--- config.mk ---
export PLATFORM = sky130hd
export DESIGN_NAME = aes_round_tail
export DESIGN_NICKNAME = d
export VERILOG_FILES = /design/src/rtl/aes_pkg.sv /design/src/rtl/aes_stage_fifo.sv /design/src/rtl/aes_round_tail.sv
export SDC_FILE = /design/constraint.sdc
export NUM_CORES = 1
export LEC_CHECK = 0
export ABC_CLOCK_PERIOD_IN_PS = 8800
export BUFFER_PORTS_ARGS = -buffer_cell sky130_fd_sc_hd__buf_2
export CAP_MARGIN = 20
export CORE_ASPECT_RATIO = 2
export CORE_UTILIZATION = 57
export CTS_CLUSTER_SIZE = 14
export DETAILED_ROUTE_END_ITERATION = 8
export GPL_TIMING_DRIVEN = 0
export PLACE_DENSITY = 0.81
export SETUP_SLACK_MARGIN = 0.05
export SLEW_MARGIN = 20
export SYNTH_ARGS = -nofsm -noshare
export SYNTH_HDL_FRONTEND = slang
export SYNTH_HIERARCHICAL = 1
export SYNTH_SLANG_ARGS = --single-unit
--- constraint.sdc ---
create_clock -name clk -period 8.8 [get_ports clk]
set_input_delay 1.32 -clock clk [delete_from_list [all_inputs] [get_ports clk]]
set_output_delay 1.32 -clock clk [all_outputs]
set_load 0.05 [all_outputs]
--- src/rtl/aes_pkg.sv ---
// Shared AES helpers: GF(2^8) arithmetic, ShiftRows and MixColumns.
// Byte i of a block sits at blk[i*8 +: 8] on a [0:127] vector (byte 0 = MSB end),
// column-major: byte r+4c is row r, column c.
package aes_pkg;

    localparam int unsigned AES_BLOCK_W = 128;
    localparam logic [7:0]  GF_POLY     = 8'h1b;

    // Multiply by x in GF(2^8), reducing by the AES polynomial.
    function automatic logic [7:0] xtime(input logic [7:0] a);
        return {a[6:0], 1'b0} ^ (a[7] ? GF_POLY : 8'h00);
    endfunction

    // Row r is rotated left by r byte positions.
    function automatic logic [0:AES_BLOCK_W-1] shift_rows(input logic [0:AES_BLOCK_W-1] s);
        logic [0:AES_BLOCK_W-1] r;
        r = '0;
        for (int c = 0; c < 4; c++) begin
            for (int rr = 0; rr < 4; rr++) begin
                r[(rr + 4 * c) * 8 +: 8] = s[(rr + 4 * ((c + rr) & 3)) * 8 +: 8];
            end
        end
        return r;
    endfunction

    // One column; a0 is the row-0 byte, held in the top byte of col.
    function automatic logic [31:0] mix_column(input logic [31:0] col);
        logic [7:0] a0, a1, a2, a3;
        logic [7:0] b0, b1, b2, b3;
        a0 = col[31:24];
        a1 = col[23:16];
        a2 = col[15:8];
        a3 = col[7:0];
        b0 = xtime(a0) ^ (xtime(a1) ^ a1) ^ a2 ^ a3;
        b1 = a0 ^ xtime(a1) ^ (xtime(a2) ^ a2) ^ a3;
        b2 = a0 ^ a1 ^ xtime(a2) ^ (xtime(a3) ^ a3);
        b3 = (xtime(a0) ^ a0) ^ a1 ^ a2 ^ xtime(a3);
        return {b0, b1, b2, b3};
    endfunction

    function automatic logic [0:AES_BLOCK_W-1] mix_columns(input logic [0:AES_BLOCK_W-1] s);
        logic [0:AES_BLOCK_W-1] r;
        r = '0;
        for (int c = 0; c < 4; c++) begin
            r[c * 32 +: 32] = mix_column(s[c * 32 +: 32]);
        end
        return r;
    endfunction

endpackage

--- src/rtl/aes_stage_fifo.sv ---
// Generic valid/ready FIFO. Output is taken from registered storage only and
// in_ready depends only on the occupancy register. DEPTH must be a power of two >= 2.
module aes_stage_fifo #(
    parameter int unsigned WIDTH = 132,
    parameter int unsigned DEPTH = 2
) (
    input  logic             clk,
    input  logic             rst_n,
    input  logic             in_valid,
    output logic             in_ready,
    input  logic [WIDTH-1:0] in_data,
    output logic             out_valid,
    input  logic             out_ready,
    output logic [WIDTH-1:0] out_data
);

    localparam int unsigned PTR_W = $clog2(DEPTH);
    localparam int unsigned CNT_W = $clog2(DEPTH + 1);
    localparam logic [CNT_W-1:0] CNT_FULL = CNT_W'(DEPTH);

    logic [WIDTH-1:0] r_mem [DEPTH];
    logic [PTR_W-1:0] r_wr_ptr;
    logic [PTR_W-1:0] r_rd_ptr;
    logic [CNT_W-1:0] r_count;
    logic [WIDTH-1:0] r_last;

    logic w_push;
    logic w_pop;

    assign in_ready  = (r_count != CNT_FULL);
    assign out_valid = (r_count != '0);
    assign w_push    = in_valid && in_ready;
    assign w_pop     = out_valid && out_ready;
    // When empty, keep presenting the most recently popped head.
    assign out_data  = out_valid ? r_mem[r_rd_ptr] : r_last;

    // Storage array; contents are only observable through a nonzero count, so no reset.
    always_ff @(posedge clk) begin
        if (w_push) begin
            r_mem[r_wr_ptr] <= in_data;
        end
    end

    // Pointers wrap naturally because DEPTH is a power of two.
    always_ff @(posedge clk or negedge rst_n) begin
        if (!rst_n) begin
            r_wr_ptr <= '0;
            r_rd_ptr <= '0;
        end else begin
            if (w_push) r_wr_ptr <= r_wr_ptr + 1'b1;
            if (w_pop)  r_rd_ptr <= r_rd_ptr + 1'b1;
        end
    end

    // Occupancy: unchanged on simultaneous push and pop.
    always_ff @(posedge clk or negedge rst_n) begin
        if (!rst_n) begin
            r_count <= '0;
        end else if (w_push && !w_pop) begin
            r_count <= r_count + 1'b1;
        end else if (w_pop && !w_push) begin
            r_count <= r_count - 1'b1;
        end
    end

    // Capture the head as it leaves so out_data holds once the FIFO drains.
    always_ff @(posedge clk or negedge rst_n) begin
        if (!rst_n) begin
            r_last <= '0;
        end else if (w_pop) begin
            r_last <= r_mem[r_rd_ptr];
        end
    end

endmodule

--- src/rtl/aes_round_tail.sv ---
// Tail of an AES-128 encrypt round: ShiftRows, MixColumns (bypassed on the
// final round) and AddRoundKey, with the result queued in a small output FIFO.
module aes_round_tail
    import aes_pkg::*;
#(
    parameter int unsigned DEPTH = 2,
    parameter int unsigned TAG_W = 4
) (
    input  logic                   clk,
    input  logic                   rst_n,
    input  logic                   in_valid,
    output logic                   in_ready,
    input  logic [0:AES_BLOCK_W-1] in_state,
    input  logic [0:AES_BLOCK_W-1] in_key,
    input  logic                   in_last,
    input  logic [TAG_W-1:0]       in_tag,
    output logic                   out_valid,
    input  logic                   out_ready,
    output logic [0:AES_BLOCK_W-1] out_state,
    output logic [TAG_W-1:0]       out_tag
);

    localparam int unsigned ENTRY_W = TAG_W + AES_BLOCK_W;

    logic [0:AES_BLOCK_W-1] w_shift;
    logic [0:AES_BLOCK_W-1] w_mix;
    logic [0:AES_BLOCK_W-1] w_result;
    logic [ENTRY_W-1:0]     w_fifo_in;
    logic [ENTRY_W-1:0]     w_fifo_out;

    // Combinational round function.
    always_comb begin
        w_shift  = shift_rows(in_state);
        w_mix    = mix_columns(w_shift);
        w_result = (in_last ? w_shift : w_mix) ^ in_key;
    end

    // Byte 0 lands in the top bits of the state field, so the slice back out is order-preserving.
    assign w_fifo_in = {in_tag, w_result};
    assign out_state = w_fifo_out[AES_BLOCK_W-1:0];
    assign out_tag   = w_fifo_out[ENTRY_W-1:AES_BLOCK_W];

    aes_stage_fifo #(
        .WIDTH (ENTRY_W),
        .DEPTH (DEPTH)
    ) u_fifo (
        .clk       (clk),
        .rst_n     (rst_n),
        .in_valid  (in_valid),
        .in_ready  (in_ready),
        .in_data   (w_fifo_in),
        .out_valid (out_valid),
        .out_ready (out_ready),
        .out_data  (w_fifo_out)
    );

endmodule
==> results.cfg, run 1 <==
[setup_path]
cp-end-kind = primary output
start_kind = register
cp.required_ps = 7480
critPathKind = register to primary output
cp_max_fo = 10
r2r_slack_ps = 6570
cp-startpoint = u_fifo/r_count[1]$_DFFE_PN0P_
r2r_start = u_fifo/r_count[0]$_DFFE_PN0P_
critPathArrivalTime_ps = 2320

[timing]
fmax_mhz = 275
hold_viol = 0
rsz0062_at_grt = false
max-slew-margin-rel = 0.517
tightestPinTransition_ps = 717
fin_skew_ps = 12.3
min_period_ps = 3640
period_share = 0.413
setup_viol = 0
maxSlewViolCount = 0
hold_ws_ps = 481

[drt]
avgViaCountPerCell = 5.51
routed_wl_um = 62500
wl_per_cell_um = 20.8
drt_iter0_drc = 985
dr.pass1.iters = 5
vias = 16553
drcViolationCount = 0
ant_nets = 0

[floorplanning]
io_pins = 399
start_util = 0.578
rows = 102
core_area_sq_mm = 0.0387
die_x_um = 142
fp.dieArea_sq_mm = 0.0401
die_y_um = 282

[placed_design]
gp_congestion = 0.927
placed_area_sq_mm = 0.0251
dp.cells = 2917
hpwl_um = 47700
portBuffers = 372

[clock_tree]
numCtsBuffers = 36
cts.repair.resized = 0
cts_root_buffer = clkbuf_16
cts_setup_buffers = 0
cts_tree = yes
cts_max_path_buffers = 3
htreeDepth = 2
path_clk_slew_ps = 60
clkLatencyLatePin_ps = 530
cts_sinks = 400
holdBufCountCts = 0

[synth]
synth-seq-cells = 400
ys_seq_area_frac = 0.507
synth_cell_types = 26
syn-cell-area_sq_mm = 0.0224
synth_warnings = 6
syn_area_per_cell_sq_um = 11.1
synth_cells = 2017
syn_nets = 2283

[global_routing]
grt_first_pass_wirelength_um = 93300
antenna_found_initial = 25
grt_pass1_vias = 16900
grt_overflow = 0
grt.total_usage = 0.310
grt_max_degree = 75

[layout]
fin_util = 0.679
final_cell_mix = buf_2, xnor2_1, edfxtp_1
areaGrowthSynthToFinish_pct = 17.4
drive_gt1_frac = 0.240
post-route-cell-area_sq_mm = 0.0263
layoutNonFillerInstCount = 3006
fill_cells = 2941
finalNetCount = 2701
final_common_cell = buf_2

[power_and_ir_drop]
finalPower_uw = 9850
power_density_mw_per_mm2 = 375
p_leak_uw = 0.0107
vdd.ir_drop.worst_mv = 0.340

[outcome]
outcome = finished clean

[hold_path]
hold_start = u_fifo/r_last[74]$_DFFE_PN0P_
min_path_type = register to register

[flow_run]
maxCapViolCount = 0
-- registers in the layout (all words and copies together) (netlist names) --
name / flops
u_fifo/r_rd_ptr: 1
u_fifo/r_mem: 264
u_fifo/r_count: 2
u_fifo/r_last: 132
u_fifo/r_wr_ptr: 1
-- worst paths after layout --
check / to / depth (start not counted)
setup reg to reg: u_fifo/r_mem[1][72]$_DFFE_PP_ / 4
hold / removal: u_fifo/r_last[74]$_DFFE_PN0P_ / 2
min in group asynchronous: u_fifo/r_last[37]$_DFFE_PN0P_ / 1
hold reg to reg: u_fifo/r_last[74]$_DFFE_PN0P_ / 2
max in group asynchronous: u_fifo/r_last[105]$_DFFE_PN0P_ / 2
setup / recovery: out_state[80] / 6
-- synth_stat cells --
| cell | instances | area, sq um |
|---|---|---|
| o21ai_0 | 225 | 1130 |
| or2_1 | 1 | 6.26 |
| xnor2_4 | 2 | 55.1 |
| clkbuf_1 | 37 | 139 |
| xor2_1 | 220 | 1930 |
| xor2_4 | 4 | 110 |
| dfrtp_1 | 136 | 3400 |
| nand2_1 | 259 | 972 |
| xnor2_2 | 4 | 65.1 |
| xnor2_1 | 320 | 2800 |
| nor2_1 | 134 | 503 |
| ha_1 | 1 | 12.5 |
| o21ai_2 | 4 | 35.0 |
| xor2_2 | 17 | 277 |
| edfxtp_1 | 264 | 7930 |
| mux2i_1 | 134 | 1340 |
| o21ai_1 | 30 | 150 |
| a21oi_2 | 40 | 350 |
| and3_1 | 1 | 6.26 |
| nand2b_1 | 1 | 6.26 |
| buf_4 | 15 | 113 |
| clkbuf_8 | 1 | 13.8 |
| buf_2 | 43 | 215 |
| a21oi_1 | 92 | 460 |
| inv_1 | 1 | 3.75 |
| buf_6 | 31 | 349 |
-- through the flow --
stage | setup TNS [ps] | setup slack, ps
finish | 0 | 5160
global route | 0 | 5120
CTS | 0 | 5130
detailed placement | 0 | 5540
global placement | -250080 | -1910
floorplan | 0 | 1260
-- cell type report --
cell class,count,area [sq um],area share
Antenna cell,24,60.1,0.00229
Buffer,127,830,0.0316
Clock buffer,58,1070,0.0406
Clock inverter,7,47.5,0.00181
Inverter,1,3.75,0.000143
Multi-Input combinational cell,1489,10200,0.389
Sequential cell,400,11300,0.431
Tap cell,520,651,0.0248
Timing Repair Buffer,380,2050,0.0782
-- report_power, final --
group          internal (uW)  switching, uW  total [uW]
Sequential              2750            251        3000
Clock                    835            683        1520
Combinational           1490           3840        5330
Total                   5070           4770        9850
-- metal layers --
metal | vias up | part of all wire | track usage
li1 | 7643 | - | -
met1 | 8008 | 0.33 | 0.311
met2 | 676 | 0.54 | 0.578
met3 | 218 | 0.056 | 0.0489
met4 | 8 | 0.072 | 0.215
met5 | - | 0.00082 | 0
-- critical path, cell delays in order (launching register included) --
cell     delay (ps)
dfrtp_1         440
or2_1           250
buf_4           160
buf_6           180
buf_6           160
a21oi_1         270
buf_2           330
-- logic make-up (layout without fill, tap and decap cells) --
| logic type | Yosys count | count (layout) | share of synthesized area |
|---|---|---|---|
| xor gates and xnor gates | 567 | 567 | 0.234 |
| DFF | 400 | 400 | 0.507 |
| and+or+nand+nor | 396 | 396 | 0.0668 |
| AOI/OAI and AO/OA | 391 | 391 | 0.0949 |
| muxes | 134 | 134 | 0.0600 |
| buffers and inverters | 128 | 573 | 0.0372 |
| adders and majority gates | 1 | 1 | 0.000559 |
| other | 0 | 24 | 0 |
Note: power is estimated with default switching activity, not from simulation.
==> run 2: changes to the inputs <==
Settings changed: ABC_AREA from default to 1, ABC_CLOCK_PERIOD_IN_PS 8800 to 3410, CORE_UTILIZATION 57 to 59, PLACE_DENSITY 0.81 to 0.82.
Clock period 8.8 ns to 3.41 ns, I/O delays scaled along.
==> run 2 against run 1 <==
- flip-flop and latch count is the same
- via count grew 76%
- core utilization is essentially flat
==> results.cfg, run 2 <==
[clock_tree]
cts.repair.resized = 0
cts_max_path_buffers = 3
path_clk_slew_ps = 60
numCtsBuffers = 38
cts_sinks = 400
cts_setup_buffers = 0
htreeDepth = 2
holdBufCountCts = 1
cts_tree = yes
cts_root_buffer = clkbuf_16
clkLatencyLatePin_ps = 560

[floorplanning]
io_pins = 399
die_x_um = 157
start_util = 0.597
fp.dieArea_sq_mm = 0.0488
core_area_sq_mm = 0.0474
rows = 113
die_y_um = 311

[drt]
routed_wl_um = 95500
ant_nets = 0
drcViolationCount = 0
wl_per_cell_um = 17.8
dr.pass1.iters = 6
vias = 29169
drt_iter0_drc = 2047
avgViaCountPerCell = 5.44

[global_routing]
grtUsageMet3 = 0.0761
met2_usage = 0.681
grt.total_usage = 0.393
top_usage_layer = met2
grt_max_degree = 93
grt_pass1_vias = 27576
grt_first_pass_wirelength_um = 144000
antenna_found_initial = 19
grtUsageMet1 = 0.394
grt_overflow = 0

[layout]
final_common_cell = nand2_1
final_cell_mix = nand2_1, nand3_1, buf_2
fill_cells = 4251
finalNetCount = 4953
multi_input_area_sq_mm = 0.0139
top_register = u_fifo/r_mem
fin_util = 0.679
areaGrowthSynthToFinish_pct = 13.9
regArea_sq_mm = 0.0113
drive_gt1_frac = 0.137
largest_reg_flops = 264
reg_top3 = u_fifo/r_mem x264, u_fifo/r_last x132, u_fifo/r_count x2

[setup_path]
critPathKind = register to primary output
r2r_slack_ps = 1270
cp_max_fo = 10
critPathArrivalTime_ps = 2790
cp_common_cell = nand2_1
cpLargestDelayFamily = buffers and inverters
start_kind = register
cp.required_ps = 2900
critPathSlowestCell = buf_2
cp-end-kind = primary output
crit_chain = buf_2 -> inv_2 -> buf_6 -> buf_4 -> nand2_1 -> nand2_1 -> nand2_1 -> o21ai_0 -> buf_2
slowest_delay_ps = 380
path_buf_inv = 5

[placed_design]
hpwl_um = 74500
portBuffers = 327
place_ws_ps = 795
gp_congestion = 0.981

[synth]
synth_warnings = 6
synth_commonest_cells = nand2_1, nand3_1, inv_1
yosysMostFrequentCell = nand2_1
syn_area_per_cell_sq_um = 6.56
synth_cells = 4308
synth_ff_type = edfxtp_1
ys_seq_area_frac = 0.401
yosys-top-cells-area = nand2_1, edfxtp_1, dfrtp_1
synth-seq-cells = 400
synth_cell_types = 31
synth_top_area_cell = nand2_1
synth_edf_count = 264
syn_nets = 4574
synth_top_area_share = 0.319
syn-cell-area_sq_mm = 0.0283
async_reset_ff_frac = 0.340

[outcome]
outcome = finished clean

[power_and_ir_drop]
vdd.ir_drop.worst_mv = 0.839
finalPower_uw = 25800
p_leak_uw = 0.0176
power_density_mw_per_mm2 = 802

[flow_run]
maxCapViolCount = 0

[hold_path]
min_path_type = input port to register

[timing]
max-slew-margin-rel = 0.193
maxSlewViolCount = 0
timing.final.ws_setup_ps = 108
hold_ws_ps = 150
fin_skew_ps = 15.4
period_share = 0.968
setup_viol = 0
tightestPinTransition_ps = 1210
rsz0062_at_grt = false
hold_viol = 0
fmax_mhz = 303
min_period_ps = 3300
setup-tns-final_ps = 0
## run 2: changes by cell type after synthesis, moves of 120 or more
cell,change
inv_1,+384
mux2i_1,-134
xnor2_1,-272
nor2_1,-120
nand2_1,+2142
xor2_1,-191
nand3_1,+440
## run 2: area by class of cell
| class | instances | area share |
|---|---|---|
| well taps | 632 | 0.0246 |
| inverters | 426 | 0.0506 |
| clock buffers | 58 | 0.0348 |
| repair buffers | 339 | 0.0586 |
| diodes | 9 | 0.000700 |
| multi-input cells | 3282 | 0.433 |
| flip-flops and latches | 400 | 0.352 |
| clock inverters | 12 | 0.00241 |
| plain buffers | 200 | 0.0427 |
## run 2: path summary, 6_finish.rpt
kind / cells after the start / to / from
min reg2reg: 2 / u_fifo/r_last[112]$_DFFE_PN0P_ / u_fifo/r_last[112]$_DFFE_PN0P_
min in group asynchronous: 2 / u_fifo/r_last[39]$_DFFE_PN0P_ / rst_n
max: 9 / out_state[47] / u_fifo/r_rd_ptr$_DFFE_PN0P_
max in group asynchronous: 3 / u_fifo/r_last[98]$_DFFE_PN0P_ / rst_n
max reg2reg: 7 / u_fifo/r_mem[0][21]$_DFFE_PP_ / u_fifo/r_count[0]$_DFFE_PN0P_
min: 1 / u_fifo/r_mem[0][131]$_DFFE_PP_ / in_tag[3]
## run 2: layer usage
metal	vias up	routed length [um]	share of wire
li1	14226	-	-
met1	13141	31500	0.33
met2	1343	46800	0.49
met3	437	7980	0.084
met4	22	9030	0.095
met5	-	142	0.0015
## run 2: report_power, final
part           total (uW)  internal, uW  switching, uW
Combinational       14400          3360          11000
Clock                4140          2290           1850
Sequential           7300          6920            388
Total               25800         12600          13200
## run 2: worst register-to-register path, stage by stage (launching register included)
cell	delay, ps
dfrtp_1	450
inv_1	100
nand2_2	100
nand2_2	120
nor2_4	350
buf_12	240
buf_12	210
buf_12	230
## run 2: kinds of logic after synthesis
logic type	synth area share
simple gates	0.415
buf+inv	0.106
flops	0.401
compound gates	0.0500
xor+xnor	0.0267
fa+ha+maj	0.000443
## run 2: metrics by stage
step | instances | instance area (sq um)
final | 5358 | 32200
after global routing | 5356 | 32200
after detailed placement | 5278 | 30900
after floorplan | 4308 | 28300
after CTS | 5349 | 32100
after global placement | 5267 | 30700
